### config.mk
export PLATFORM = sky130hd
export DESIGN_NAME = bitscan_ci_ctrl
export DESIGN_NICKNAME = d
export VERILOG_FILES = /design/src/rtl/bitscan_pkg.sv /design/src/rtl/bitscan_step_scan.sv /design/src/rtl/bitscan_ci_ctrl.sv
export SDC_FILE = /design/constraint.sdc
export NUM_CORES = 1
export LEC_CHECK = 0
export BUFFER_PORTS_ARGS = -buffer_cell sky130_fd_sc_hd__buf_4
export CAP_MARGIN = 15
export CORE_MARGIN = 2
export CORE_UTILIZATION = 25
export DETAILED_ROUTE_END_ITERATION = 10
export REMOVE_ABC_BUFFERS = 1
export SYNTH_ARGS = -nofsm -noshare
export SYNTH_HDL_FRONTEND = slang
export SYNTH_SLANG_ARGS = --single-unit
### constraint.sdc
create_clock -name clk -period 3.01 [get_ports clk]
set_clock_uncertainty 0.1 [all_clocks]
set_input_delay 0.602 -clock clk [delete_from_list [all_inputs] [get_ports clk]]
set_output_delay 0.602 -clock clk [all_outputs]
set_load 0.01 [all_outputs]
### src/rtl/bitscan_pkg.sv
// Shared constants and types for the bit-scan custom-instruction controller.
// Latency: n/a (declarations only).
// Backpressure: n/a.
package bitscan_pkg;

    // Accumulator holds 0..32 inclusive.
    localparam int ACC_W = 6;

    // Custom-instruction opcode field n.
    localparam logic [1:0] OP_CLO    = 2'd0;
    localparam logic [1:0] OP_CLZ    = 2'd1;
    localparam logic [1:0] OP_CTZ    = 2'd2;
    localparam logic [1:0] OP_POPCNT = 2'd3;

    typedef enum logic [1:0] {
        IDLE = 2'd0,
        SCAN = 2'd1,
        DONE = 2'd2
    } state_t;

endpackage

### src/rtl/bitscan_step_scan.sv
// Slice evaluator: leading target-bit run, all-target flag, ones count.
// Latency: purely combinational.
// Backpressure: none; the controller decides when a slice is consumed.
//
// Ports: slice (STEP_W bits, MSB examined first), tgt (bit value being
// counted), run_len (leading tgt run), all_tgt (every bit equals tgt),
// ones (population count of slice).
// Build option BITSCAN_POPCOUNT_EN: when undefined, ones is tied to 0 and
// no counter logic is built.
module step_scan
    import bitscan_pkg::*;
#(
    parameter  int STEP_W = 4,
    localparam int CNT_W  = $clog2(STEP_W + 1)
) (
    input  logic [STEP_W-1:0] slice,
    input  logic              tgt,
    output logic [CNT_W-1:0]  run_len,
    output logic              all_tgt,
    output logic [CNT_W-1:0]  ones
);

    logic run_stop;

    // Count matching bits from the MSB until the first mismatch.
    always_comb begin
        run_len  = '0;
        run_stop = 1'b0;
        for (int i = STEP_W - 1; i >= 0; i--) begin
            if (!run_stop && (slice[i] == tgt)) begin
                run_len = run_len + CNT_W'(1);
            end else begin
                run_stop = 1'b1;
            end
        end
    end

    assign all_tgt = (slice == {STEP_W{tgt}});

`ifdef BITSCAN_POPCOUNT_EN
    always_comb begin
        ones = '0;
        for (int i = 0; i < STEP_W; i++) begin
            ones = ones + CNT_W'(slice[i]);
        end
    end
`else
    assign ones = '0;
`endif

endmodule

### src/rtl/bitscan_ci_ctrl.sv
// Nios II multi-cycle custom instruction: CLO / CLZ / CTZ / POPCNT via step scan.
// Latency: s+1 cycles start->done, s = slices scanned (1..DATA_W/STEP_W).
// Backpressure: start ignored outside IDLE; clk_en low freezes all state.
//
// Ports: clk, reset (sync, active high, beats clk_en), clk_en, start,
// n (opcode), dataa (operand), result (count, 0 unless done), done (pulse).
// Build option BITSCAN_POPCOUNT_EN: enables POPCNT; otherwise opcode 3
// scans one slice and returns 0.
module bitscan_ci_ctrl
    import bitscan_pkg::*;
#(
    parameter int DATA_W = 32,
    parameter int STEP_W = 4
) (
    input  logic              clk,
    input  logic              reset,
    input  logic              clk_en,
    input  logic              start,
    input  logic [1:0]        n,
    input  logic [DATA_W-1:0] dataa,
    output logic [DATA_W-1:0] result,
    output logic              done
);

    localparam int NSTEP = DATA_W / STEP_W;
    localparam int CNT_W = $clog2(STEP_W + 1);
    localparam int SW    = $clog2(NSTEP);

    state_t            state;
    logic [DATA_W-1:0] opnd;
    logic [1:0]        op;
    logic              tgt;
    logic [SW-1:0]     step;
    logic [ACC_W-1:0]  acc;

    logic [DATA_W-1:0] opnd_rev;
    logic [CNT_W-1:0]  run_len;
    logic [CNT_W-1:0]  ones;
    logic              all_tgt;
    logic [ACC_W-1:0]  acc_nxt;
    logic              scan_end;
    logic              is_last;

    // CTZ becomes a leading-zero scan of the reversed operand.
    always_comb begin
        opnd_rev = '0;
        for (int i = 0; i < DATA_W; i++) begin
            opnd_rev[i] = dataa[DATA_W-1-i];
        end
    end

    // The operand register is shifted left each step, so the slice under
    // examination is always the top STEP_W bits.
    step_scan #(.STEP_W(STEP_W)) u_step_scan (
        .slice   (opnd[DATA_W-1 -: STEP_W]),
        .tgt     (tgt),
        .run_len (run_len),
        .all_tgt (all_tgt),
        .ones    (ones)
    );

    always_comb begin
        is_last = (step == SW'(NSTEP - 1));
        if (op == OP_POPCNT) begin
            // ones is constant 0 when POPCNT is not built, leaving acc at 0.
            acc_nxt = acc + ACC_W'(ones);
`ifdef BITSCAN_POPCOUNT_EN
            scan_end = is_last;
`else
            scan_end = 1'b1;
`endif
        end else begin
            acc_nxt  = acc + ACC_W'(run_len);
            scan_end = !all_tgt || is_last;
        end
    end

    always_ff @(posedge clk) begin
        if (reset) begin
            state  <= IDLE;
            opnd   <= '0;
            op     <= OP_CLO;
            tgt    <= 1'b0;
            step   <= '0;
            acc    <= '0;
            done   <= 1'b0;
            result <= '0;
        end else if (clk_en) begin
            case (state)
                IDLE: begin
                    done   <= 1'b0;
                    result <= '0;
                    if (start) begin
                        opnd  <= (n == OP_CTZ) ? opnd_rev : dataa;
                        op    <= n;
                        tgt   <= (n == OP_CLO);
                        step  <= '0;
                        acc   <= '0;
                        state <= SCAN;
                    end
                end
                SCAN: begin
                    opnd <= opnd << STEP_W;
                    step <= step + SW'(1);
                    acc  <= acc_nxt;
                    if (scan_end) begin
                        done   <= 1'b1;
                        result <= DATA_W'(acc_nxt);
                        state  <= DONE;
                    end
                end
                DONE: begin
                    done   <= 1'b0;
                    result <= '0;
                    state  <= IDLE;
                end
                default: begin
                    done   <= 1'b0;
                    result <= '0;
                    state  <= IDLE;
                end
            endcase
        end
    end

endmodule

* After elaboration in Yosys (flattened, before gate mapping)
Index checks and enable logic that the tools add are counted.
Widths: inputs -> output; s select.
** Storage, ports and cells
- Input port bits :: 38
- Bits in registers :: 79
- Logic and storage cells :: 61
** Operators by class
- Add/sub/neg operators :: 5
- Equal/unequal tests :: 11
- Reductions and logical operators :: 14
- Muxes and demuxes :: 23
** Operators by type and width (number)
- $mux 32 :: 4
- $pmux 32 s2 :: 1
- $add 3x1->3 const B :: 4
- $mux 3 :: 4
- $mux 6 :: 2
- $pmux 6 s2 :: 1
- $reduce_and 3->1 :: 3
- $mux 1 :: 7
- $add 6x3->6 :: 1
- $pmux 3 s2 :: 1
- $eq 1x1->1 :: 4
- $eq 2x2->1 const B :: 2
- $eq 4x4->1 :: 1
- $logic_not 2->1 :: 2
- $mux 2 :: 2
- $ne 2x2->1 const B :: 2
- $pmux 2 s2 :: 1
- $eq 3x3->1 const B :: 1
- $logic_and 1x1->1 :: 3
- $logic_not 1->1 :: 3
- $eq 2x1->1 const B :: 1
- $reduce_and 2->1 :: 1
- $reduce_bool 2->1 :: 1
- $logic_or 1x1->1 :: 1

* Longest topological paths before layout
- Word-level depth :: 13
- Mapped depth :: 13
- Mapped depth without buffers :: 13

* Modules after synthesis
Synthesis repeated with hierarchy kept, for this count alone.
** Unflattened totals
- Cells, all modules :: 372
- Area total of the unflattened synthesis :: 3226.8 um^2
** Modules (own cells, without submodules)
- bitscan_ci_ctrl :: cells an instance 348, area each 3070.4 um^2, times used 1, seq. area each 1061.0 um^2
- step_scan :: cells an instance 24, area each 156.4 um^2, times used 1, seq. area each 0.0 um^2

* Least setup slack after synthesis
No wires, ideal clock.
- Kind :: register to register
- From :: register opnd[30]
- To :: register result[3]
- Setup time :: 0.070 ns
- Clock period less this slack :: 2.660 ns
- Stages on the path, launching flop included :: 12
- Slack :: 0.350 ns
- Data arrival time :: 2.490 ns
- Buffers on the path :: 0
- Data required time :: 2.840 ns
- Cells stage by stage :: dfxtp_1 -> or3_4 -> nand2_1 -> ha_1 -> a21oi_1 -> a21oi_1 -> ha_1 -> a211oi_1 -> nor3_4 -> xor2_1 -> or3b_1 -> a21oi_1
** On the way
- Cells in the longest elaborated chain, start to end :: 13
- Elaborated cells on any way between the ends :: 23
** Ends and longest elaborated chain
- start: declaration :: line bitscan_ci_ctrl.sv:30 : logic [DATA_W-1:0] opnd;
- start signal: assignment :: line bitscan_ci_ctrl.sv:94 : opnd <= (n == OP_CTZ) ? opnd_rev : dataa;
- start signal: assignment :: line bitscan_ci_ctrl.sv:103 : opnd <= opnd << STEP_W;
- parallel branches: the longest is 13 deep, another holds $add 6x3->6
- end signal: assignment :: line bitscan_ci_ctrl.sv:108 : result <= DATA_W'(acc_nxt);
- end: declaration :: line bitscan_ci_ctrl.sv:21 : output logic [DATA_W-1:0] result,
Parallel ways; which one is timed is not known. The select of a mux whose other input is x is not followed.
A chain may end at the register's enable or synchronous reset.

* Worst setup path after layout
Same ends and word-level chain as after synthesis.

==> impl_summary.log <==
[metrics] run status: completed
[metrics] cell class contributing the biggest share of worst-path delay: simple AND/OR/NAND/NOR gates
[metrics] share of the yosys chip area belonging to registers: 0.3478
[metrics] slew margin rel.: 0.3930
[metrics] category of the most critical setup path: reg -> reg
[metrics] drt wl/cell: 12.21 um
[metrics] slowest cell on the critical path: sky130_fd_sc_hd__or3_4
[metrics] leading cell type in the layout, fill and taps excluded: sky130_fd_sc_hd__dfxtp_1
[metrics] capturing point of the worst reg2reg path: result[3]
[metrics] hold depth: 2
[metrics] filler-free cell count of the finished design: between 500 and 600
[metrics] Worst path most repeated cell: sky130_fd_sc_hd__a21oi_1
[metrics] worst vdd ir: approximately 0.24 mV
[metrics] setup repair after global routing missed its margin: no
[metrics] Post-Synthesis Mean Instance Area: 8.113 um2
[metrics] flip-flop and latch count after synthesis: 53
[metrics] Cells after DPL: about 550
[metrics] Placer Congestion: 0.8071
[metrics] utilization after layout: 0.2982
[metrics] classification of the worst-slack hold path: reg -> reg
[metrics] Final Total Pwr: 1685 uW
[metrics] worst reg2reg setup slack: 0.26 ns
[metrics] worst reg2reg path startpoint: opnd[30]
[metrics] Synth Instances: 376
[metrics] clock edge transition at the registers on the reported setup and hold paths: about 0.07 ns
[metrics] worst hold slack: 0.3613 ns
[metrics] CP Data Required Time: around 3.1 ns
[metrics] synthesis-to-finish area growth: 16.94%
[metrics] buffers added on ports: 44
[metrics] antenna-violating nets left: 0
[metrics] GRT Residual Overflow: 0
[metrics] areal power density over the cells: 472.5 mW/mm2
[metrics] antenna violations before repair: 0
[metrics] kind of capture point of the worst setup path: register
[metrics] worst endpoint data arrival time: 2.88 ns
[metrics] Peak Freq: 363.2 MHz
[metrics] clock latency on the worst-skew pair: around 0.29 ns
[metrics] maximum number of pins on one net before global-route repair: between 50 and 60
[metrics] synthesized cell area: 0.003050 mm2
[metrics] detailed placer's ending HPWL: 4664 um
[metrics] leakage power: 0.001497 uW
[metrics] number of iterations in the first detailed-routing pass: 4
[metrics] Synth area leaders: sky130_fd_sc_hd__dfxtp_1 35%, sky130_fd_sc_hd__mux2i_1 11%, sky130_fd_sc_hd__a21oi_1 8.4%
[metrics] 1st-iter DRT viols: about 140
[metrics] launching instance or port of the critical path: opnd[30]
[metrics] count of buffer and inverter cells on the critical path: 0
[metrics] Setup crit end: result[3]
[metrics] final worst path period share: 0.9146
[metrics] placed cell area: 0.003396 mm2
[metrics] buffer cell driving the clock tree root: sky130_fd_sc_hd__clkbuf_16
[metrics] highest-count cells in the layout ignoring fill and taps: 53 x sky130_fd_sc_hd__dfxtp_1, 51 x sky130_fd_sc_hd__a21oi_1, 50 x sky130_fd_sc_hd__buf_4, 45 x sky130_fd_sc_hd__nor2_1, 35 x sky130_fd_sc_hd__mux2i_1
[metrics] top_reg_cell synth: sky130_fd_sc_hd__dfxtp_1
[metrics] proportion of netlist area held by the largest area contributor: 0.3478
[metrics] clock tree buffer depth: 2
[metrics] Post-Layout Inst Area: 0.003567 mm2
[metrics] effective utilization at floorplan: 0.2550
[metrics] H-Tree Level Count: 2
[metrics] die height: 114.5 um
[metrics] cts bufs inserted: 5
[metrics] I/O Pins: 71
[metrics] standard-cell row count: 40
[metrics] fin nets: 451
[metrics] remaining design rule violation count: 0
[metrics] Yosys warning total: 0
[metrics] global-route total usage across every layer: 0.1046
[metrics] first-pass GRT wire length: 11030 um
[metrics] type of origin of the critical path: register
[metrics] Clock Sink Count: 53
[metrics] number of global-route vias before repair: ~2300
[metrics] number of different library cells in the post-synthesis netlist: 40
[metrics] final count of pins violating max slew: 0
[metrics] critical path depth: 11
[metrics] count of maximum capacitance violations: 0
[metrics] Min-Delay Startpoint: done
[metrics] CP max FO: 5
[metrics] number of flops mapped to enable cells by yosys: 0
[metrics] fraction of final layout cells sized beyond drive strength 1: 0.1646
[metrics] TritonCTS clock tree: built
[metrics] cell type with the highest aggregate area in the netlist: sky130_fd_sc_hd__dfxtp_1
[metrics] Final Hold Violating Endpoints: 0
[metrics] total inserted antenna cells: 0
[metrics] Die Width: 114.5 um
[metrics] average vias per placed instance: 4.616
[metrics] DR vias: roughly 2600
[metrics] Async SR Flop Fraction: 0
[metrics] total length of routed wires: 6763 um
[metrics] maximum single-stage delay on the critical path: 0.41 ns
[metrics] Final Setup Violations: 0
[metrics] count of cells along the worst register-to-register path: 11
[metrics] Die Area: 0.01310 mm2
[metrics] core box area: 0.01196 mm2
[metrics] Period minus WS final: about 2.8 ns
[metrics] series of cell instances along the critical path: or3_4 > nand2_1 > ha_1 > a21oi_1 > a21oi_1 > ha_1 > a211oi_2 > nor3_4 > xor2_1 > or3b_1 > a21oi_1
[metrics] slew at the pin closest to its max-slew limit: around 0.91 ns
[Yosys cell counts (2+ instances only)]
cell type,count
sky130_fd_sc_hd__dfxtp_1,53
sky130_fd_sc_hd__a21oi_1,51
sky130_fd_sc_hd__nor2_1,45
sky130_fd_sc_hd__mux2i_1,35
sky130_fd_sc_hd__inv_1,31
sky130_fd_sc_hd__nand2_1,29
sky130_fd_sc_hd__a221oi_1,28
sky130_fd_sc_hd__buf_4,28
sky130_fd_sc_hd__clkbuf_1,16
sky130_fd_sc_hd__ha_1,6
sky130_fd_sc_hd__buf_2,5
sky130_fd_sc_hd__nand2b_1,5
sky130_fd_sc_hd__nand3_1,5
sky130_fd_sc_hd__nor2b_1,5
sky130_fd_sc_hd__nand3b_1,3
sky130_fd_sc_hd__a211oi_1,2
sky130_fd_sc_hd__a32oi_1,2
sky130_fd_sc_hd__buf_6,2
sky130_fd_sc_hd__nor3_1,2
sky130_fd_sc_hd__o41ai_1,2
sky130_fd_sc_hd__xor2_1,2
[report_power, final]
part	internal [uW]	leakage (uW)	total, uW	switching [uW]
Combinational	132	0.000985	310	177
Sequential	735	0.000432	756	21.1
Clock	357	0.0000805	620	263
[routing by layer]
metal  up-vias  GRT usage  share of wire
met5         -          0              0
met1      1171     0.1399           0.48
met4         0    0.03252          0.010
li1       1302          -              -
met3         7    0.02118          0.048
met2        77     0.1692           0.46
[what timing repair did]
action                     CTS  global route
hold buffers                 0             0
buffers inserted             0             0
setup endpoints to repair    0             2
resized for setup            0             2
[sequential cells by signal, indices dropped and copies added, names as in the netlist]
name,count
step,3
state,2
op,2
acc,6
opnd,32
done,1
tgt,1
result,6
[logic make-up after synthesis]
kind of cell / Yosys count / synth area share
AND/OR/NAND/NOR: 103 / 0.1559
AO/OA/AOI/OAI: 91 / 0.1969
buffers and inverters: 83 / 0.1436
flip-flops: 53 / 0.3478
multiplexers: 35 / 0.1148
adder cells (fa/ha/maj): 7 / 0.03117
XOR/XNOR: 3 / 0.008615
other: 1 / 0.001229
[worst min-delay path by stage]
| stage | slack, ns | to |
|---|---|---|
| after floorplan | 0.35 | acc[0] |
| after global placement | 0.35 | done |
| after detailed placement | 0.35 | done |
| after CTS | 0.36 | done |
| after global routing | 0.38 | result[3] |
| final | 0.36 | done |
[through the flow]
step	TNS (ns)	worst slack [ns]
2_1_floorplan	-18.21	-0.4793
3_3_place_gp	0	0.2463
3_5_place_dp	0	0.1188
4_1_cts	0	0.1016
5_1_grt	0	0.08999
6_report	0	0.2570
[area by class of cell]
type / instances / area, um2
fill: 1255 / 8394
multi-input combinational: 265 / 1669
sequential: 53 / 1061
timing repair buffer: 50 / 375.4
tap: 147 / 183.9
clock buffer: 7 / 152.6
inverter: 31 / 116.4
clock inverter: 1 / 8.758
[worst reg2reg max path, cell delays in order (launching register included)]
cell                       delay [ns]
sky130_fd_sc_hd__dfxtp_1         0.35
sky130_fd_sc_hd__or3_4           0.41
sky130_fd_sc_hd__nand2_1         0.08
sky130_fd_sc_hd__ha_1            0.22
sky130_fd_sc_hd__a21oi_1         0.12
sky130_fd_sc_hd__a21oi_1         0.08
sky130_fd_sc_hd__ha_1            0.30
sky130_fd_sc_hd__a211oi_2        0.31
sky130_fd_sc_hd__nor3_4          0.08
sky130_fd_sc_hd__xor2_1          0.16
sky130_fd_sc_hd__or3b_1          0.36
sky130_fd_sc_hd__a21oi_1         0.12
No activity file was read; power rests on OpenSTA's default activity.
